`src/rtl/apb3_hash_window_bridge.sv`:
```
// APB3 slave fronting a hash/XMSS core through auto-incrementing data windows.
// Optional completion interrupt: define XMSS_APB_IRQ_EN to add io_irq.
module apb3_hash_window_bridge #(
    parameter int ADDR_W    = 8,
    parameter int IN_WORDS  = 32,
    parameter int OUT_WORDS = 8,
    parameter int CMD_W     = 3
) (
    input  logic                    io_mainClk,
    input  logic                    io_systemReset,
    input  logic [ADDR_W-1:0]       io_apb_PADDR,
    input  logic                    io_apb_PSEL,
    input  logic                    io_apb_PENABLE,
    input  logic                    io_apb_PWRITE,
    input  logic [31:0]             io_apb_PWDATA,
    output logic [31:0]             io_apb_PRDATA,
    output logic                    io_apb_PREADY,
    output logic                    io_apb_PSLVERROR,
    output logic [CMD_W-1:0]        core_cmd,
    output logic [IN_WORDS*32-1:0]  core_data,
    output logic                    core_start,
    input  logic                    core_busy,
    input  logic                    core_done,
    input  logic [OUT_WORDS*32-1:0] core_out
`ifdef XMSS_APB_IRQ_EN
    ,
    output logic                    io_irq
`endif
);

    localparam int IW = $clog2(IN_WORDS);
    localparam int OW = $clog2(OUT_WORDS);

    localparam logic [2:0] OFF_STATUS = 3'd0;
    localparam logic [2:0] OFF_CTRL   = 3'd1;
    localparam logic [2:0] OFF_PTR    = 3'd2;
    localparam logic [2:0] OFF_DIN    = 3'd3;
    localparam logic [2:0] OFF_DOUT   = 3'd4;

    function automatic logic [31:0] bswap(input logic [31:0] w);
        return {w[7:0], w[15:8], w[23:16], w[31:24]};
    endfunction

    logic [IW-1:0]           wr_ptr_q, wr_ptr_d;
    logic [OW-1:0]           rd_ptr_q, rd_ptr_d;
    logic [IN_WORDS*32-1:0]  core_data_q, core_data_d;
    logic [CMD_W-1:0]        cmd_q, cmd_d;
    logic                    core_start_q, core_start_d;
    logic                    done_flag_q, done_flag_d;
    logic                    err_flag_q, err_flag_d;
    logic                    auto_start_q, auto_start_d;
    logic                    mask_rd;

    logic        xfer, wr, rd, hit;
    logic [2:0]  off;
    logic        ctrl_wr, ptr_wr, din_wr, dout_rd;
    logic        busy, start_req, reject, clr_req;
    logic [31:0] dout_word;
    logic [31:0] rdata;
    logic        unused_bits;

    assign xfer = io_apb_PSEL & io_apb_PENABLE;
    assign wr   = xfer & io_apb_PWRITE;
    assign rd   = xfer & ~io_apb_PWRITE;
    assign off  = io_apb_PADDR[4:2];
    assign hit  = ((io_apb_PADDR >> 5) == '0) && (off <= OFF_DOUT);

    assign ctrl_wr = wr & hit & (off == OFF_CTRL);
    assign ptr_wr  = wr & hit & (off == OFF_PTR);
    assign din_wr  = wr & hit & (off == OFF_DIN);
    assign dout_rd = rd & hit & (off == OFF_DOUT);
    assign clr_req = ctrl_wr & io_apb_PWDATA[1];

    // A start already issued but not yet reflected in core_busy still counts as busy
    assign busy      = core_busy | core_start_q;
    assign start_req = (ctrl_wr & io_apb_PWDATA[0])
                     | (din_wr & auto_start_q & (wr_ptr_q == IW'(IN_WORDS - 1)));
    assign reject    = busy & ((ctrl_wr & io_apb_PWDATA[0]) | din_wr);

    assign dout_word = bswap(core_out[(OUT_WORDS - 1 - int'(rd_ptr_q)) * 32 +: 32]);

    always_comb begin
        rdata = '0;
        if (hit) begin
            case (off)
                OFF_STATUS: rdata = {8'b0, 8'(rd_ptr_q), 8'(wr_ptr_q), 5'b0,
                                     err_flag_q, done_flag_q, core_busy};
                OFF_CTRL:   rdata = {28'b0, mask_rd, auto_start_q, 2'b0};
                OFF_PTR:    rdata = {16'(rd_ptr_q), 16'(wr_ptr_q)};
                OFF_DOUT:   rdata = dout_word;
                default:    rdata = '0;
            endcase
        end
    end

    assign io_apb_PRDATA    = rdata;
    assign io_apb_PREADY    = 1'b1;
    assign io_apb_PSLVERROR = xfer & (~hit | reject);

    always_comb begin
        wr_ptr_d     = wr_ptr_q;
        rd_ptr_d     = rd_ptr_q;
        core_data_d  = core_data_q;
        cmd_d        = cmd_q;
        auto_start_d = auto_start_q;
        core_start_d = start_req & ~busy;
        done_flag_d  = done_flag_q;
        err_flag_d   = err_flag_q;

        if (ptr_wr) begin
            wr_ptr_d = io_apb_PWDATA[IW-1:0];
            rd_ptr_d = io_apb_PWDATA[16 +: OW];
        end
        if (din_wr && !busy) begin
            core_data_d[(IN_WORDS - 1 - int'(wr_ptr_q)) * 32 +: 32] = bswap(io_apb_PWDATA);
            wr_ptr_d = wr_ptr_q + IW'(1);
        end
        if (dout_rd) begin
            rd_ptr_d = rd_ptr_q + OW'(1);
        end
        if (ctrl_wr) begin
            cmd_d        = io_apb_PWDATA[8 +: CMD_W];
            auto_start_d = io_apb_PWDATA[2];
        end

        // Set events take priority over a same-cycle clear
        if (core_done) begin
            done_flag_d = 1'b1;
        end else if (clr_req) begin
            done_flag_d = 1'b0;
        end
        if (reject) begin
            err_flag_d = 1'b1;
        end else if (clr_req) begin
            err_flag_d = 1'b0;
        end
    end

    always_ff @(posedge io_mainClk) begin
        if (io_systemReset) begin
            wr_ptr_q     <= '0;
            rd_ptr_q     <= '0;
            core_data_q  <= '0;
            cmd_q        <= '0;
            auto_start_q <= 1'b0;
            core_start_q <= 1'b0;
            done_flag_q  <= 1'b0;
            err_flag_q   <= 1'b0;
        end else begin
            wr_ptr_q     <= wr_ptr_d;
            rd_ptr_q     <= rd_ptr_d;
            core_data_q  <= core_data_d;
            cmd_q        <= cmd_d;
            auto_start_q <= auto_start_d;
            core_start_q <= core_start_d;
            done_flag_q  <= done_flag_d;
            err_flag_q   <= err_flag_d;
        end
    end

`ifdef XMSS_APB_IRQ_EN
    logic irq_mask_q, irq_mask_d;
    logic irq_q, irq_d;

    always_comb begin
        irq_mask_d = irq_mask_q;
        if (ctrl_wr) begin
            irq_mask_d = io_apb_PWDATA[3];
        end
        irq_d = done_flag_q & irq_mask_q;
    end

    always_ff @(posedge io_mainClk) begin
        if (io_systemReset) begin
            irq_mask_q <= 1'b0;
            irq_q      <= 1'b0;
        end else begin
            irq_mask_q <= irq_mask_d;
            irq_q      <= irq_d;
        end
    end

    assign mask_rd = irq_mask_q;
    assign io_irq  = irq_q;
`else
    assign mask_rd = 1'b0;
`endif

    assign core_cmd   = cmd_q;
    assign core_data  = core_data_q;
    assign core_start = core_start_q;

    assign unused_bits = ^{io_apb_PWDATA, io_apb_PADDR[1:0]};

endmodule

```
`config.mk`:
```
export PLATFORM = sky130hd
export DESIGN_NAME = apb3_hash_window_bridge
export DESIGN_NICKNAME = d
export VERILOG_FILES = /design/src/rtl/apb3_hash_window_bridge.sv
export SDC_FILE = /design/constraint.sdc
export NUM_CORES = 2
export LEC_CHECK = 0
export ABC_AREA = 1
export ABC_CLOCK_PERIOD_IN_PS = 2770
export BUFFER_PORTS_ARGS = -buffer_cell sky130_fd_sc_hd__buf_2
export CELL_PAD_IN_SITES_DETAIL_PLACEMENT = 0
export CELL_PAD_IN_SITES_GLOBAL_PLACEMENT = 1
export CORE_AREA = 2 2 532 534
export DETAILED_ROUTE_END_ITERATION = 7
export DIE_AREA = 0 0 534 536
export PLACE_DENSITY_LB_ADDON = 0.1
export SYNTH_ARGS = -nofsm -noshare
export SYNTH_HDL_FRONTEND = slang
export SYNTH_SLANG_ARGS = --single-unit
export TNS_END_PERCENT = 30
```
`constraint.sdc`:
```
create_clock -name io_mainClk -period 2.77 [get_ports io_mainClk]
set_input_delay 0.4155 -clock io_mainClk [delete_from_list [all_inputs] [get_ports io_mainClk]]
set_output_delay 0.4155 -clock io_mainClk [all_outputs]
set_load 0.005 [all_outputs]
```
**Yosys cells after proc, flatten, opt, wreduce, memory -nomap -nowiden**

Index checks and enable logic that the tools add are counted.

- Multipliers: 0
- $lt $le $gt $ge: 1
- Equal/unequal tests: 5
- Mux-type cells: 10
- Divide/modulo/power cells: 0
- Shifts and indexed selects: 3
- Bitwise gates (word level): 23
- Reduce and logical (&&, ||, !) cells: 9
- Add/subtract/negate cells: 5

Operators by type and width:

| kind | number |
|---|---|
| bitwise mux 1024 bit | 1 |
| variable shift 32 x 33 -> 1024 bit, first input constant | 1 |
| indexed part select 32 x 33 -> 1024 bit | 1 |
| indexed part select 256 x 9 -> 32 bit | 1 |
| one-hot mux 32 bit (4 select lines) | 1 |
| negation 11 -> 33 bit | 1 |
| two-way mux 32 bit | 1 |
| AND 1 bit | 16 |
| two-way mux 5 bit | 2 |
| zero test 8 bit | 1 |
| nonzero test 2 bit | 4 |
| == test 3 x 2 -> 1 bit, second input constant | 2 |
| two-way mux 3 bit | 2 |
| subtractor 5 x 5 -> 6 bit, first input constant | 1 |
| adder 5 x 1 -> 5 bit, second input constant | 1 |
| == test 5 bit, second input constant | 1 |
| bitwise OR 1 bit | 4 |
| subtractor 3 x 3 -> 4 bit, first input constant | 1 |
| adder 3 x 1 -> 3 bit, second input constant | 1 |
| == test 3 x 1 -> 1 bit, second input constant | 1 |
| == test 3 bit, second input constant | 1 |
| less-or-equal comparator 3 bit, second input constant | 1 |
| zero test 3 bit | 1 |
| two-way mux 1 bit | 3 |
| other kinds (3) | 6 |

- Bits in registers: 1,039
- ROM bits: 0
- Bits of input ports: 303
- Memories: 0
- Bits in writable memories: 0
- Latch bits: 0

**Depth between registers and ports, before layout**

- Word-level depth: 9
- Depth in mapped cells: 16
- Gate-level depth less buffers: 12

**Worst setup path after synthesis**

OpenSTA, ideal clock, no wires.

- Kind: reg-to-reg
- Start: reg wr_ptr_q[0]
- End: reg core_data_q[658], in the netlist core_data[658]
- Path slack: -0.242 ns
- Cell stages (with the launch flop): 17
- Buffers on the path: 6
- Period minus slack after synthesis: 3.012 ns
- Arrival: 2.899 ns
- Required time: 2.657 ns
- Cells stage by stage: dfxtp_1 > buf_4 > inv_2 > clkbuf_1 > buf_1 > ha_1 > buf_2 > nor2_4 > nand4_1 > nor2_1 > buf_2 > nand2_2 > nor2_2 > buf_4 > nand2_1 > nand2_1 > nor2_1

- Longest elaborated chain between the ends: 4
- Elaborated cells between the ends (all ways): 5
- Classes of those cells: add/sub: 2; shift: 2; mux: 1

RTL lines:

| what | RTL line | text |
|---|---|---|
| from (decl) | 44 | `logic [IW-1:0] wr_ptr_q, wr_ptr_d;` |
| from (signal assigned) | 150 | `wr_ptr_q <= wr_ptr_d;` |
| subtractor 5 x 5 -> 6 bit (*) | 115 | `core_data_d[(IN_WORDS - 1 - int'(wr_ptr_q)) * 32 +: 32] = bswap(io_apb_PWDATA);` |
| negation 11 -> 33 bit (*) | 115 |  |
| indexed part select 32 x 33 -> 1024 bit / variable shift 32 x 33 -> 1024 bit (equally long branches) | 115 |  |
| bitwise mux 1024 bit (*) | 115 |  |
| to (signal assigned) | 152 | `core_data_q <= core_data_d;` |
| to (decl) | 46 | `logic [IN_WORDS*32-1:0] core_data_q, core_data_d;` |

Mark *: on every way between the ends. The rest lies on a longest branch, timed or not.
A chain may end at the register's enable or synchronous reset.

**Worst setup path after layout**

- Start: reg rd_ptr_q[0]
- End: out io_apb_PRDATA[26]

- Longest elaborated chain between the ends: 4

RTL lines:

| what | RTL line | text |
|---|---|---|
| from (decl) | 45 | `logic [OW-1:0] rd_ptr_q, rd_ptr_d;` |
| from (signal assigned) | 151 | `rd_ptr_q <= rd_ptr_d;` |
| subtractor 3 x 3 -> 4 bit | 80 | `assign dout_word = bswap(core_out[(OUT_WORDS - 1 - int'(rd_ptr_q)) * 32 +: 32]);` |
| indexed part select 256 x 9 -> 32 bit | 80 |  |
| one-hot mux 32 bit (4 select lines) | 85 | `case (off)` |
| two-way mux 32 bit | 84 | `if (hit) begin` |
| to (decl) | 16 | `output logic [31:0] io_apb_PRDATA,` |

No other way between the ends.

==> metrics.md <==
| Metric | Value |
|---|---|
| Commonest non-fill, non-tap cell in the layout | nand2_1 |
| CP startpoint kind | register |
| Post-synth cell types | 35 |
| Skew-Pair Late Insertion Delay | between 0.8 and 0.9 ns |
| Setup violations, final | 31 |
| FF-to-FF setup slack | between 0.1 and 0.15 ns |
| Status | finished with violations |
| Worst Skew | about 0.074 ns |
| WL/cell | approximately 28 µm |
| Final non-filler cell area | 69540 µm² |
| Die X | around 530 µm |
| Nets | 9053 |
| Worst setup margin | -0.3174 ns |
| Met3 Track Usage GR | 6.841% |
| Met1 Usage GRT | between 30% and 40% |
| Worst-path clk slew | 0.06 ns |
| Slew Limit Fails | 0 |
| Hold Crit Class | primary input to register |
| VDD IR max | 0.3712 mV |
| Reg2reg path depth | 12 |
| GR Overflow Total | 0 |
| Switch share | 25.07% |
| Net switching power | approximately 9 mW |
| Pin count of the biggest net entering global routing | approximately 130 |
| Antenna Nets Post-Route | 0 |
| Buffers on Ports | ~1400 |
| Most frequent cells in the layout | nand2_1, nor2_1, buf_2 |
| CTS HTree Levels | 4 |
| Register area share after synthesis | roughly 45% |
| Cells after Synth | 7096 |
| Die extent in y | 536 µm |
| R2R Path Start | wr_ptr_q[0] |
| Placement row count | between 150 and 200 |
| Share of post-route cells with drive strength above 1 | around 28% |
| Failing checks | negative setup slack |
| Syn Area/Cell | 6.574 µm² |
| Relative slew slack | between 30% and 40% |
| Power, Total | 35.96 mW |
| First-pass GRT wire length | 472.9 mm |
| Comb power frac | under 10% |
| Ys Warns | 0 |
| Grt met2 use | about two fifths |
| Drt drc | 0 |
| Fin crit period | slightly above 3 ns |
| Initial antenna violation count | between 60 and 70 |
| Starting density of the core | 16.61% |
| Yosys reg bits | ~1000 |
| Root Buffer | clkbuf_16 |
| Seq pwr share | between 40% and 50% |
| Critical path fanouts, max | 8 |
| CP startpoint | rd_ptr_q[0] |
| Int Pwr | ~27 mW |
| Setup CP Type | register to output port |
| Area Growth Syn to Fin | 49.05% |
| Fmax | about 320 MHz |
| TritonRoute pass-1 iters | 5 |
| CTS tree | done |
| Initial DRC count | between 3000 and 4000 |
| Gpl congestion | ~0.9 |
| Die area | 286200 µm² |
| Io pins | between 1000 and 1500 |
| Max clock buf depth | 4 |
| Arrival @ worst endpoint | approximately 2.7 ns |
| Vias | 53390 |
| Critical path endpoint category | output port |
| RSZ-0062 raised after global routing | yes |
| Leak Pwr | about 33 nW |
| Gr usage total | 23.92% |
| Core Region | about 280000 µm² |
| Clk sink count | 1039 |
| Post-Syn Nets | around 7400 |
| Critical Path RT | roughly 2.4 ns |
| Period utilization | 111.5% |
| Worst-Margin Slew | 0.9432 ns |
| DRT Wirelength | around 360 mm |
| Mapped cell area | approximately 47000 µm² |
| TritonCTS Buffers | about 150 |
| Via density | 4.234 |
| Hpwl dp | roughly 270 mm |
| Final hold viol count | 0 |
| Vias in the first global route | around 50000 |
| Hold slack | 0.08536 ns |
| Pwr per Cell Area | a little over 500 nW/µm² |
| Gr busiest metal | met2 |
| MaxCap Viol Count | 0 |
| Clock network fraction of total power | a little over half |
| Crit path to | io_apb_PRDATA[26] |
| Reg-to-Reg End | core_data[769] |
| Post-DP Area | 62420 µm² |
[cells by family after synthesis]
| group | after synthesis | synth area share (%) |
|---|---|---|
| xor+xnor | 3 | 0.08851 |
| other cells | 1 | 0.008038 |
| simple gates | 3754 | 32.69 |
| buf+inv | 1242 | 10.40 |
| fa+ha+maj | 6 | 0.1609 |
| compound gates | 1051 | 12.06 |
| flops | 1039 | 44.59 |
[worst min-delay path by stage]
| stage | start | to | cells past startpoint |
|---|---|---|---|
| floorplan | core_data[752] | core_data[752] | 2 |
| global placement | core_data[741] | core_data[741] | 2 |
| detailed placement | core_data[741] | core_data[741] | 2 |
| CTS | io_systemReset | core_data[313] | 2 |
| global route | io_systemReset | core_data[359] | 2 |
| finish | core_busy | core_start | 4 |
[critical path, stage by stage, from the launching register on]
cell     delay (ns)
dfxtp_4        0.45
buf_4          0.17
inv_8          0.05
buf_12         0.14
buf_4          0.13
buf_6          0.13
o21ai_4        0.14
o22ai_4        0.13
o21ai_4        0.31
nor2_4         0.08
buf_2          0.14
[state kept, by name, indices dropped and copies added (netlist names)]
name,cells
core_start,1
core_data,1024
wr_ptr_q,5
err_flag_q,1
done_flag_q,1
auto_start_q,1
rd_ptr_q,3
core_cmd,3
[cell usage after synthesis]
cell type / n / area, µm²
ha_1: 6 / 75.07
nor2_1: 1508 / 5660
buf_2: 117 / 585.6
a31oi_1: 28 / 175.2
inv_2: 9 / 33.78
xor2_2: 2 / 32.53
a21oi_1: 458 / 2292
o211ai_1: 15 / 112.6
nand2_2: 5 / 31.28
o21ai_0: 415 / 2077
nand3_1: 266 / 1331
nand3_2: 2 / 20.02
nor4_1: 12 / 75.07
nand2_1: 1556 / 5841
conb_1: 1 / 3.750
buf_1: 66 / 247.7
nor2_2: 12 / 75.07
clkbuf_1: 348 / 1306
buf_4: 10 / 75.07
a22oi_1: 1 / 7.510
nand4_4: 1 / 21.27
xnor2_1: 1 / 8.760
a22o_1: 1 / 8.760
clkinv_1: 3 / 11.26
dfxtp_1: 1039 / 20800
inv_1: 688 / 2582
buf_6: 1 / 11.26
and2_1: 1 / 6.260
nand4_1: 161 / 1007
o21bai_1: 77 / 578.1
o22ai_1: 45 / 281.5
nor2_4: 5 / 56.30
nor3_1: 225 / 1126
o221ai_1: 10 / 87.58
a211oi_1: 1 / 7.510
[stage by stage]
step	setup TNS, ns	cells	utilization, %	setup WS [ns]
3_5_place_dp	-17.65	12240	22.23	-0.3871
4_1_cts	-7.742	12570	24.56	-0.3529
2_1_floorplan	-0.1607	7096	-	-0.02296
6_report	-5.812	12610	24.76	-0.3174
3_3_place_gp	-17.88	12240	22.23	-0.3773
5_1_grt	-9.710	12600	24.75	-0.4140
[cell type report]
cell class                 instances  area (µm²)
sequential                      1039       20810
clock buffer                     227        4412
fill                           31850      211300
timing repair buffer            2041       14300
antenna                           16       40.04
multi-input combinational       4815       22230
inverter                         700        2675
tap                             3743        4683
clock inverter                    28       399.1
[timing repair]
action                     in CTS  in global routing
buffers inserted               52                 22
gates cloned                    7                  2
pin swaps                      97                 57
gates resized for setup       305                100
hold buffers                   26                  0
hold endpoints to repair       30                  0
setup endpoints to repair     245                254
[power by group through the flow]
stage                     clock (mW)  combinational [mW]  sequential, mW
final                           19.4                1.66            14.9
after global routing            20.6                1.77            14.9
after CTS                       20.0                1.67            14.9
after detailed placement           0                1.58            15.3
after global placement             0                1.58            15.3
after floorplan                    0               0.519            15.3
[routing by layer]
| metal | part of all wire, % | routed length [µm] |
|---|---|---|
| met1 | 45 | 160300 |
| met2 | 45 | 162100 |
| met3 | 7.5 | 26690 |
| met4 | 2.3 | 8073 |
| met5 | 0.034 | 121 |
No activity file was read; power rests on OpenSTA's default activity.
